### src/rtl/tetris_input_ctrl.sv
// tetris_input_ctrl: turns the four raw push-buttons into clean single-cycle
// move/drop/rotate command pulses. Each button is synchronised and debounced.
// Left, right and down auto-repeat while held. Rotate fires once per press.
module tetris_input_ctrl #(
  parameter int unsigned DEBOUNCE_CYCLES = 3,
  parameter int unsigned REPEAT_DELAY    = 12,
  parameter int unsigned REPEAT_RATE     = 4
) (
  input  logic       gm_clk,
  input  logic       gm_rst,
  input  logic       btn_left,
  input  logic       btn_right,
  input  logic       btn_down,
  input  logic       btn_rot,
  output logic       left,
  output logic       right,
  output logic       down,
  output logic       rott,
  output logic [3:0] held
);

  localparam int unsigned DB_W   = $clog2(DEBOUNCE_CYCLES + 1);
  localparam int unsigned TM_MAX = (REPEAT_DELAY > REPEAT_RATE) ? REPEAT_DELAY : REPEAT_RATE;
  localparam int unsigned TM_W   = $clog2(TM_MAX + 1);

  localparam logic [DB_W-1:0] DB_LAST    = DB_W'(DEBOUNCE_CYCLES - 1);
  localparam logic [TM_W-1:0] DELAY_LOAD = TM_W'(REPEAT_DELAY - 1);
  localparam logic [TM_W-1:0] RATE_LOAD  = TM_W'(REPEAT_RATE - 1);

  typedef enum logic [1:0] {IDLE, DELAY, REPEAT} rep_state_e;

  // Button vectors are ordered {rot, down, right, left}
  logic [3:0]      raw;
  logic [3:0]      s1_q, s1_d, s2_q, s2_d;
  logic [3:0]      stable_q, stable_d;
  logic [DB_W-1:0] cnt_q [4];
  logic [DB_W-1:0] cnt_d [4];

  // Repeat channels are ordered {down, right, left}
  logic [2:0]      act_q, act_d;
  rep_state_e      state_q [3];
  rep_state_e      state_d [3];
  logic [TM_W-1:0] timer_q [3];
  logic [TM_W-1:0] timer_d [3];
  logic [2:0]      pulse;
  logic [3:0]      cmd_q, cmd_d;

  assign raw = {btn_rot, btn_down, btn_right, btn_left};

  // Two-flop synchroniser inputs
  always_comb begin
    s1_d = raw;
    s2_d = s1_q;
  end

  // Debounce: count consecutive disagreeing cycles; any agreement restarts the count
  always_comb begin
    stable_d = stable_q;
    for (int unsigned i = 0; i < 4; i++) begin
      cnt_d[i] = '0;
      if (s2_q[i] != stable_q[i]) begin
        if (cnt_q[i] == DB_LAST) begin
          stable_d[i] = s2_q[i];
        end else begin
          cnt_d[i] = cnt_q[i] + 1'b1;
        end
      end
    end
  end

  // Effective activity per repeat channel. Left and right count as active only
  // when held alone, so a conflict parks both in IDLE and the survivor of a
  // conflict sees a fresh rising edge of its activity.
  always_comb begin
    act_q = {stable_q[2], stable_q[1] & ~stable_q[0], stable_q[0] & ~stable_q[1]};
    act_d = {stable_d[2], stable_d[1] & ~stable_d[0], stable_d[0] & ~stable_d[1]};
  end

  // Repeat FSM next-state logic
  always_comb begin
    for (int unsigned i = 0; i < 3; i++) begin
      state_d[i] = state_q[i];
      if (!act_d[i]) begin
        state_d[i] = IDLE;
      end else begin
        case (state_q[i])
          IDLE:    if (!act_q[i]) state_d[i] = DELAY;
          DELAY:   if (timer_q[i] == '0) state_d[i] = REPEAT;
          REPEAT:  state_d[i] = REPEAT;
          default: state_d[i] = IDLE;
        endcase
      end
    end
  end

  // Repeat FSM outputs: command pulse and timer reload/decrement
  always_comb begin
    for (int unsigned i = 0; i < 3; i++) begin
      pulse[i]   = 1'b0;
      timer_d[i] = timer_q[i];
      if (!act_d[i]) begin
        timer_d[i] = '0;
      end else begin
        case (state_q[i])
          IDLE: begin
            if (!act_q[i]) begin
              pulse[i]   = 1'b1;
              timer_d[i] = DELAY_LOAD;
            end
          end
          DELAY, REPEAT: begin
            if (timer_q[i] == '0) begin
              pulse[i]   = 1'b1;
              timer_d[i] = RATE_LOAD;
            end else begin
              timer_d[i] = timer_q[i] - 1'b1;
            end
          end
          default: timer_d[i] = '0;
        endcase
      end
    end
  end

  // Registered command outputs; rotate pulses on its press event only
  always_comb begin
    cmd_d = {stable_d[3] & ~stable_q[3], pulse};
  end

  // All state registers, cleared asynchronously
  always_ff @(posedge gm_clk or posedge gm_rst) begin
    if (gm_rst) begin
      s1_q     <= '0;
      s2_q     <= '0;
      stable_q <= '0;
      cmd_q    <= '0;
      for (int unsigned i = 0; i < 4; i++) cnt_q[i] <= '0;
      for (int unsigned i = 0; i < 3; i++) begin
        state_q[i] <= IDLE;
        timer_q[i] <= '0;
      end
    end else begin
      s1_q     <= s1_d;
      s2_q     <= s2_d;
      stable_q <= stable_d;
      cmd_q    <= cmd_d;
      for (int unsigned i = 0; i < 4; i++) cnt_q[i] <= cnt_d[i];
      for (int unsigned i = 0; i < 3; i++) begin
        state_q[i] <= state_d[i];
        timer_q[i] <= timer_d[i];
      end
    end
  end

  assign left  = cmd_q[0];
  assign right = cmd_q[1];
  assign down  = cmd_q[2];
  assign rott  = cmd_q[3];
  assign held  = stable_q;

endmodule

### config.mk
export PLATFORM = sky130hd
export DESIGN_NAME = tetris_input_ctrl
export DESIGN_NICKNAME = d
export VERILOG_FILES = /design/src/rtl/tetris_input_ctrl.sv
export SDC_FILE = /design/constraint.sdc
export NUM_CORES = 1
export LEC_CHECK = 0
export CAP_MARGIN = 20
export CORE_ASPECT_RATIO = 1.2
export CORE_MARGIN = 5
export CORE_UTILIZATION = 60
export DETAILED_ROUTE_END_ITERATION = 12
export GPL_TIMING_DRIVEN = 0
export PLACE_DENSITY = 0.81
export SLEW_MARGIN = 20
export SYNTH_ARGS = -nofsm -noshare
export SYNTH_HDL_FRONTEND = slang
export SYNTH_SLANG_ARGS = --single-unit
### constraint.sdc
create_clock -name gm_clk -period 3.6 [get_ports gm_clk]
set_input_delay 0.72 -clock gm_clk [delete_from_list [all_inputs] [get_ports gm_clk]]
set_output_delay 0.72 -clock gm_clk [all_outputs]
set_load 0.03 [all_outputs]
==> results by group <==
GRT
  – Met2 Usage GRT: 33.3%
  – Vias in the first global route: 1,606
  – Grt ovf: 0
  – Largest net degree at the start of global routing: 33
  – Gr busiest metal: met2
  – Met1 usage: 20.2%
  – Overall Global Routing Usage: 18.6%
  – Initial antenna violation count: 0
  – Met3 usage: 4.68%
  – First-pass GRT wire length: 6860 um

CTS
  – PostCTS Resize Cnt: 0
  – Inserted Clock Buffers: 5
  – Clock Sinks: 42
  – Clk_lat worst skew: 0.29 ns
  – H-tree levels: 2
  – CTS root buf: clkbuf_8
  – CTS max path bufs: 2
  – Buffer count from post-CTS setup fixing: 0
  – TritonCTS clock tree: yes
  – Hold_buf cts: 0
  – Worst-path clk slew: 0.08 ns

Logic synthesis
  – Synth warn: 0
  – Count of cell types in the netlist: 36
  – Post-Synth XOR/XNOR Area: 1.68%
  – Post-synth EDFFs: 0
  – Largest family of logic cells by synthesized area: simple AND/OR/NAND/NOR gates
  – Simple-gate share of the synthesized area: 19.3%
  – Synth top area cells: dfrtp_1, ha_1, a21oi_1, inv_1, mux2_2
  – Mux cell area share after synthesis: 4.63%
  – Complex-gate fraction of the synthesized area: 11.4%
  – Async SR Flop Fraction: 100%
  – Sequential element share of the synthesized area: 50.5%
  – Area share of the largest cell type after synthesis: 50.5%
  – Syn Area/Cell: 10.6 um^2
  – Syn Nets: 217
  – Post-synth top flop: dfrtp_1
  – Cells after Synth: 197
  – Yosys reg bits: 42
  – Cell taking the most area after synthesis: dfrtp_1
  – Post-synthesis adder-cell area fraction: 8.42%
  – Mapped cell area: 0.00208 mm^2

Final layout
  – Area Growth Syn to Fin: 14.9%
  – Layout cells sized above 1: 9.59%
  – Core Util, Final: 71.6%
  – Commonest cells after routing, fill and taps aside: dfrtp_1, inv_1, a21oi_1
  – Most common cell after layout, fill and taps aside: dfrtp_1
  – Post-route insts no fill: 256
  – Total Nets Final: 238
  – Inserted Diodes: 0

Placement
  – HPWL Detailed: 2750 um
  – IO buf count: 13
  – Gpl congestion: 0.873
  – Placed insts: 248

Critical path
  – Crit end category: output pin
  – CP peak stage delay: 0.74 ns
  – Crit start category: flip-flop
  – Worst r2r src: state_q[0]
  – Critical Path Source: held[0]
  – CP bufs+invs: 1
  – Top delay family on crit path: buffers and inverters
  – Critical Path Fanout Max: 9
  – CP required: 2.88 ns
  – Crit path depth: 1
  – Critical path type: flip-flop to output pin
  – CP max-delay cell: clkdlybuf4s50_1
  – CP arrival: 1.56 ns
  – R2r worst-path depth: 6
  – Crit-path cells: clkdlybuf4s50_1

Die
  – Initial Util: 62.3%
  – Std-Cell Rows: 23
  – Chip height: 74.5 um
  – IO Pins: 14
  – CORE AREA: 0.00334 mm^2
  – DIE AREA: 0.00475 mm^2
  – Die W: 63.7 um

Route
  – Avg WL per Cell: 15.2 um
  – Initial DRT Pass Iterations: 4
  – Routed vias/inst: 5.79
  – Iteration-0 DRC count of the detailed router: 93
  – Via count: 1,481
  – Antenna viol nets, final: 0
  – Final wirelength: 3880 um
  – Post-route DRC: 0

Timing
  – Fin. Hold Viols: 0
  – Final TNS setup: 0 ns
  – Tightest Pin Transition: 0.560 ns
  – Unrepaired setup endpoints after global routing: no
  – Pins over their slew limit: 0
  – Post-layout min period: 2.28 ns
  – Max Freq: 0.439 GHz
  – Skew final: 0.00276 ns
  – Fin crit share: 63.2%
  – Max-Slew Margin vs Limit: 62.7%
  – Setup violations, final: 0

Worst hold path
  – Hold crit path type: flip-flop to flip-flop
  – Min-delay src: s1_q[3]
  – Hold Crit Depth: 0

Run status
  – Run status: finished, final reports clean

Run
  – Max_cap viols: 0

Pwr
  – Max IR drop VDD: 595 uV
  – Pleak: 0.00110 uW
  – Pwr dens: 873 mW/mm^2
-- report_power, final --
part / switching [uW] / total, uW / internal, uW
registers: 130 / 739 / 609
clock network: 171 / 378 / 206
logic: 540 / 969 / 429
total: 841 / 2090 / 1240
-- kinds of logic (layout without fill, tap and decap cells) --
kind of cell               after synthesis  in the layout
DFF                                     42             42
muxes                                    9              9
AOI/OAI and AO/OA                       40             40
and+or+nand+nor                         66             66
adders and majority gates               14             14
xor gates and xnor gates                 4              4
buffers and inverters                   22             44
-- worst register-to-register path, delay by kind of cell (launching register included) --
| family | cells | cell delay [ns] |
|---|---|---|
| AO/OA/AOI/OAI | 2 | 0.74 |
| adder cells (fa/ha/maj) | 1 | 0.26 |
| buffers and inverters | 1 | 0.10 |
| flip-flops | 1 | 0.42 |
| AND/OR/NAND/NOR | 2 | 0.25 |
-- per-stage QoR --
| stage | setup slack [ns] | hold slack, ns | cell area (um^2) | total power [uW] |
|---|---|---|---|---|
| after floorplan | 1.91 | 0.331 | 2080 | 1450 |
| after global placement | 1.10 | 0.336 | 2260 | 1630 |
| after detailed placement | 1.66 | 0.337 | 2280 | 1700 |
| after CTS | 1.33 | 0.357 | 2390 | 2090 |
| after global routing | 1.26 | 0.377 | 2390 | 2240 |
| final | 1.32 | 0.354 | 2390 | 2090 |
-- per-layer routing --
layer | vias to the layer above | wire length (um) | part of all wire, %
met3 | 9 | 184 | 4.7
met1 | 711 | 1540 | 40
met4 | 0 | 82 | 2.1
met2 | 37 | 2070 | 53
li1 | 724 | - | -
met5 | - | 0 | 0
-- cell type report --
class                      count  area (um^2)
multi-input combinational    133          946
fill                         245          948
sequential                    42         1050
timing repair buffer          14          150
tap                           37         46.3
clock inverter                 3         45.0
clock buffer                   5         68.8
inverter                      22         82.6
-- path summary, 6_finish.rpt --
kind | end | slack, ns
min in group asynchronous | state_q[4] | 0.65
setup / recovery | held[0] | 1.32
hold reg to reg | s2_q[3] | 0.35
setup reg to reg | state_q[0] | 1.72
hold / removal | s2_q[3] | 0.35
max in group asynchronous | s2_q[2] | 2.51
-- synthesized netlist by cell type (2+ instances only) --
library cell	number
nand2b_1	4
inv_1	22
or3b_1	2
nor3_1	11
xnor2_1	4
nand2_1	11
mux2i_1	4
nand2b_4	2
nor2b_1	7
a22oi_1	2
o21ai_0	8
dfrtp_1	42
nand3b_1	2
and3b_1	2
ha_1	14
a21oi_1	20
nor2_1	8
nand4_1	2
a32o_1	2
a211oi_1	2
mux2_2	5
nor3b_1	7
-- sequential cells by signal, summed over array words and instances, names as in the netlist --
name / flops
held: 4
state_q: 6
cmd_q: 4
s2_q: 4
s1_q: 4
cnt_q: 8
timer_q: 12
(Power assumes the default switching activity.)
==> edit (same flow settings) <==
Take the reset off `s1_q` and load it in a clocked block of its own.
--- a/src/rtl/tetris_input_ctrl.sv
+++ b/src/rtl/tetris_input_ctrl.sv
@@ -131,5 +131,4 @@
   always_ff @(posedge gm_clk or posedge gm_rst) begin
     if (gm_rst) begin
-      s1_q     <= '0;
       s2_q     <= '0;
       stable_q <= '0;
@@ -141,5 +140,4 @@
       end
     end else begin
-      s1_q     <= s1_d;
       s2_q     <= s2_d;
       stable_q <= stable_d;
@@ -153,4 +151,8 @@
   end
 
+  always_ff @(posedge gm_clk) begin
+    s1_q <= s1_d;
+  end
+
   assign left  = cmd_q[0];
   assign right = cmd_q[1];
Check against the original RTL: not equivalent (Yosys sat finds a counterexample within 10 cycles, from zero or initial values and one cycle with gm_rst high).
==> edit against the original RTL <==
Hold slack got worse by 20 ps; wire length is 0.98% higher; sequential power grew 0.8%; worst setup slack worse by 17 ps; critical path depth unchanged; power fell by 0.80%; area after synthesis decreased by 0.96%; final area decreased by 1.8%; sequential cell count is the same; register-to-register slack gained 30 ps; combinational power down 1%; maximum frequency down 0.75%; largest power group unchanged.
==> edit: results <==
set metrics [dict create \
    postPlaceCellArea_mm2 0.00224 \
    slew_headroom_pct 48.0 \
    grt_pass1_vias 1586 \
    sh_seq_area_pct 43.9 \
    ir_drop_uv 578 \
    synthArstFlopShare_pct 90.5 \
    avgSynthCellArea_um2 10.5 \
    synth.top_cell.area_share_pct 46.2 \
    nClkBuffers 6 \
    hold_start "s1_q[0]" \
    global_route.usage.met2_pct 34.9 \
    grt_pass1_wl_um 7030 \
    drt_iter0_drc 81 \
    worst_clock_skew_ps 4.32 \
    wl_per_cell_um 15.4 \
    grtUsageTotal_pct 19.1 \
    ys_top_cells_by_count "38 x dfrtp_1, 22 x inv_1, 20 x a21oi_1" \
    holdPathEnd "s2_q[0]" \
    gr-usage-met3_pct 5.29 \
    dp_hpwl_um 2820 \
    gp_congestion 0.837 \
    synth.area.top_cells "dfrtp_1 46%, ha_1 8.5%, a21oi_1 4.9%" \
    drive_gt1_share_pct 8.72 \
    status "finished clean" \
    buf_share_pct 5.55 \
    wl_met3_um 129 \
    p_leak_nw 1.08 \
    r2r_slack_ps 1750 \
    use_met1_pct 20.9 \
    synth_cell_types 37 \
]
[edit: cell types whose count changed after synthesis]
cell / unedited run / this run
dfrtp_1: 42 / 38
dfxtp_1: 0 / 4
[edit: worst register-to-register path, cell delays in order, from the launching register on]
cell and delay [ps]:
dfrtp_1 430, inv_1 100, ha_1 240, nand2_1 100, a21oi_1 440, nor2_1 140
a32o_1 290
[edit: stage by stage]
stage          setup slack (ps)  total power [mW]  utilization (%)  hold slack (ps)  std cells
2_1_floorplan              1990              1.44                -              316        197
3_3_place_gp               1260              1.63             67.0              317        247
3_5_place_dp               1630              1.71             67.0              321        247
4_1_cts                    1290              2.07             70.3              332        255
5_1_grt                    1240              2.24             70.3              342        255
6_report                   1310              2.07             70.3              334        255
[edit: cell families (layout without fill, tap and decap cells)]
family          Yosys count  count (layout)  synth area share (%)
xor+xnor                  4               4                  1.70
mux                       9               9                  4.68
buf+inv                  22              43                  4.01
flops                    42              42                  50.1
fa+ha+maj                14              14                  8.51
compound gates           40              40                  11.5
simple gates             66              66                  19.5
[edit: power by group through the flow]
stage | combinational, mW | clock (mW) | sequential (mW)
after global routing | 1.07 | 0.396 | 0.767
after floorplan | 0.662 | 0 | 0.783
after CTS | 0.959 | 0.373 | 0.743
final | 0.958 | 0.366 | 0.745
after global placement | 0.895 | 0 | 0.735
after detailed placement | 0.955 | 0 | 0.751
[edit: how the worst max path moves through the flow]
stage                           from    endpoint  slack, ps  cells past startpoint
after floorplan           timer_q[8]  state_q[5]       1990                      6
after global placement        gm_rst  state_q[2]       1260                      2
final                        held[0]     held[0]       1310                      1
after detailed placement     held[0]     held[0]       1630                      1
after CTS                    held[0]     held[0]       1290                      1
after global routing         held[0]     held[0]       1240                      1
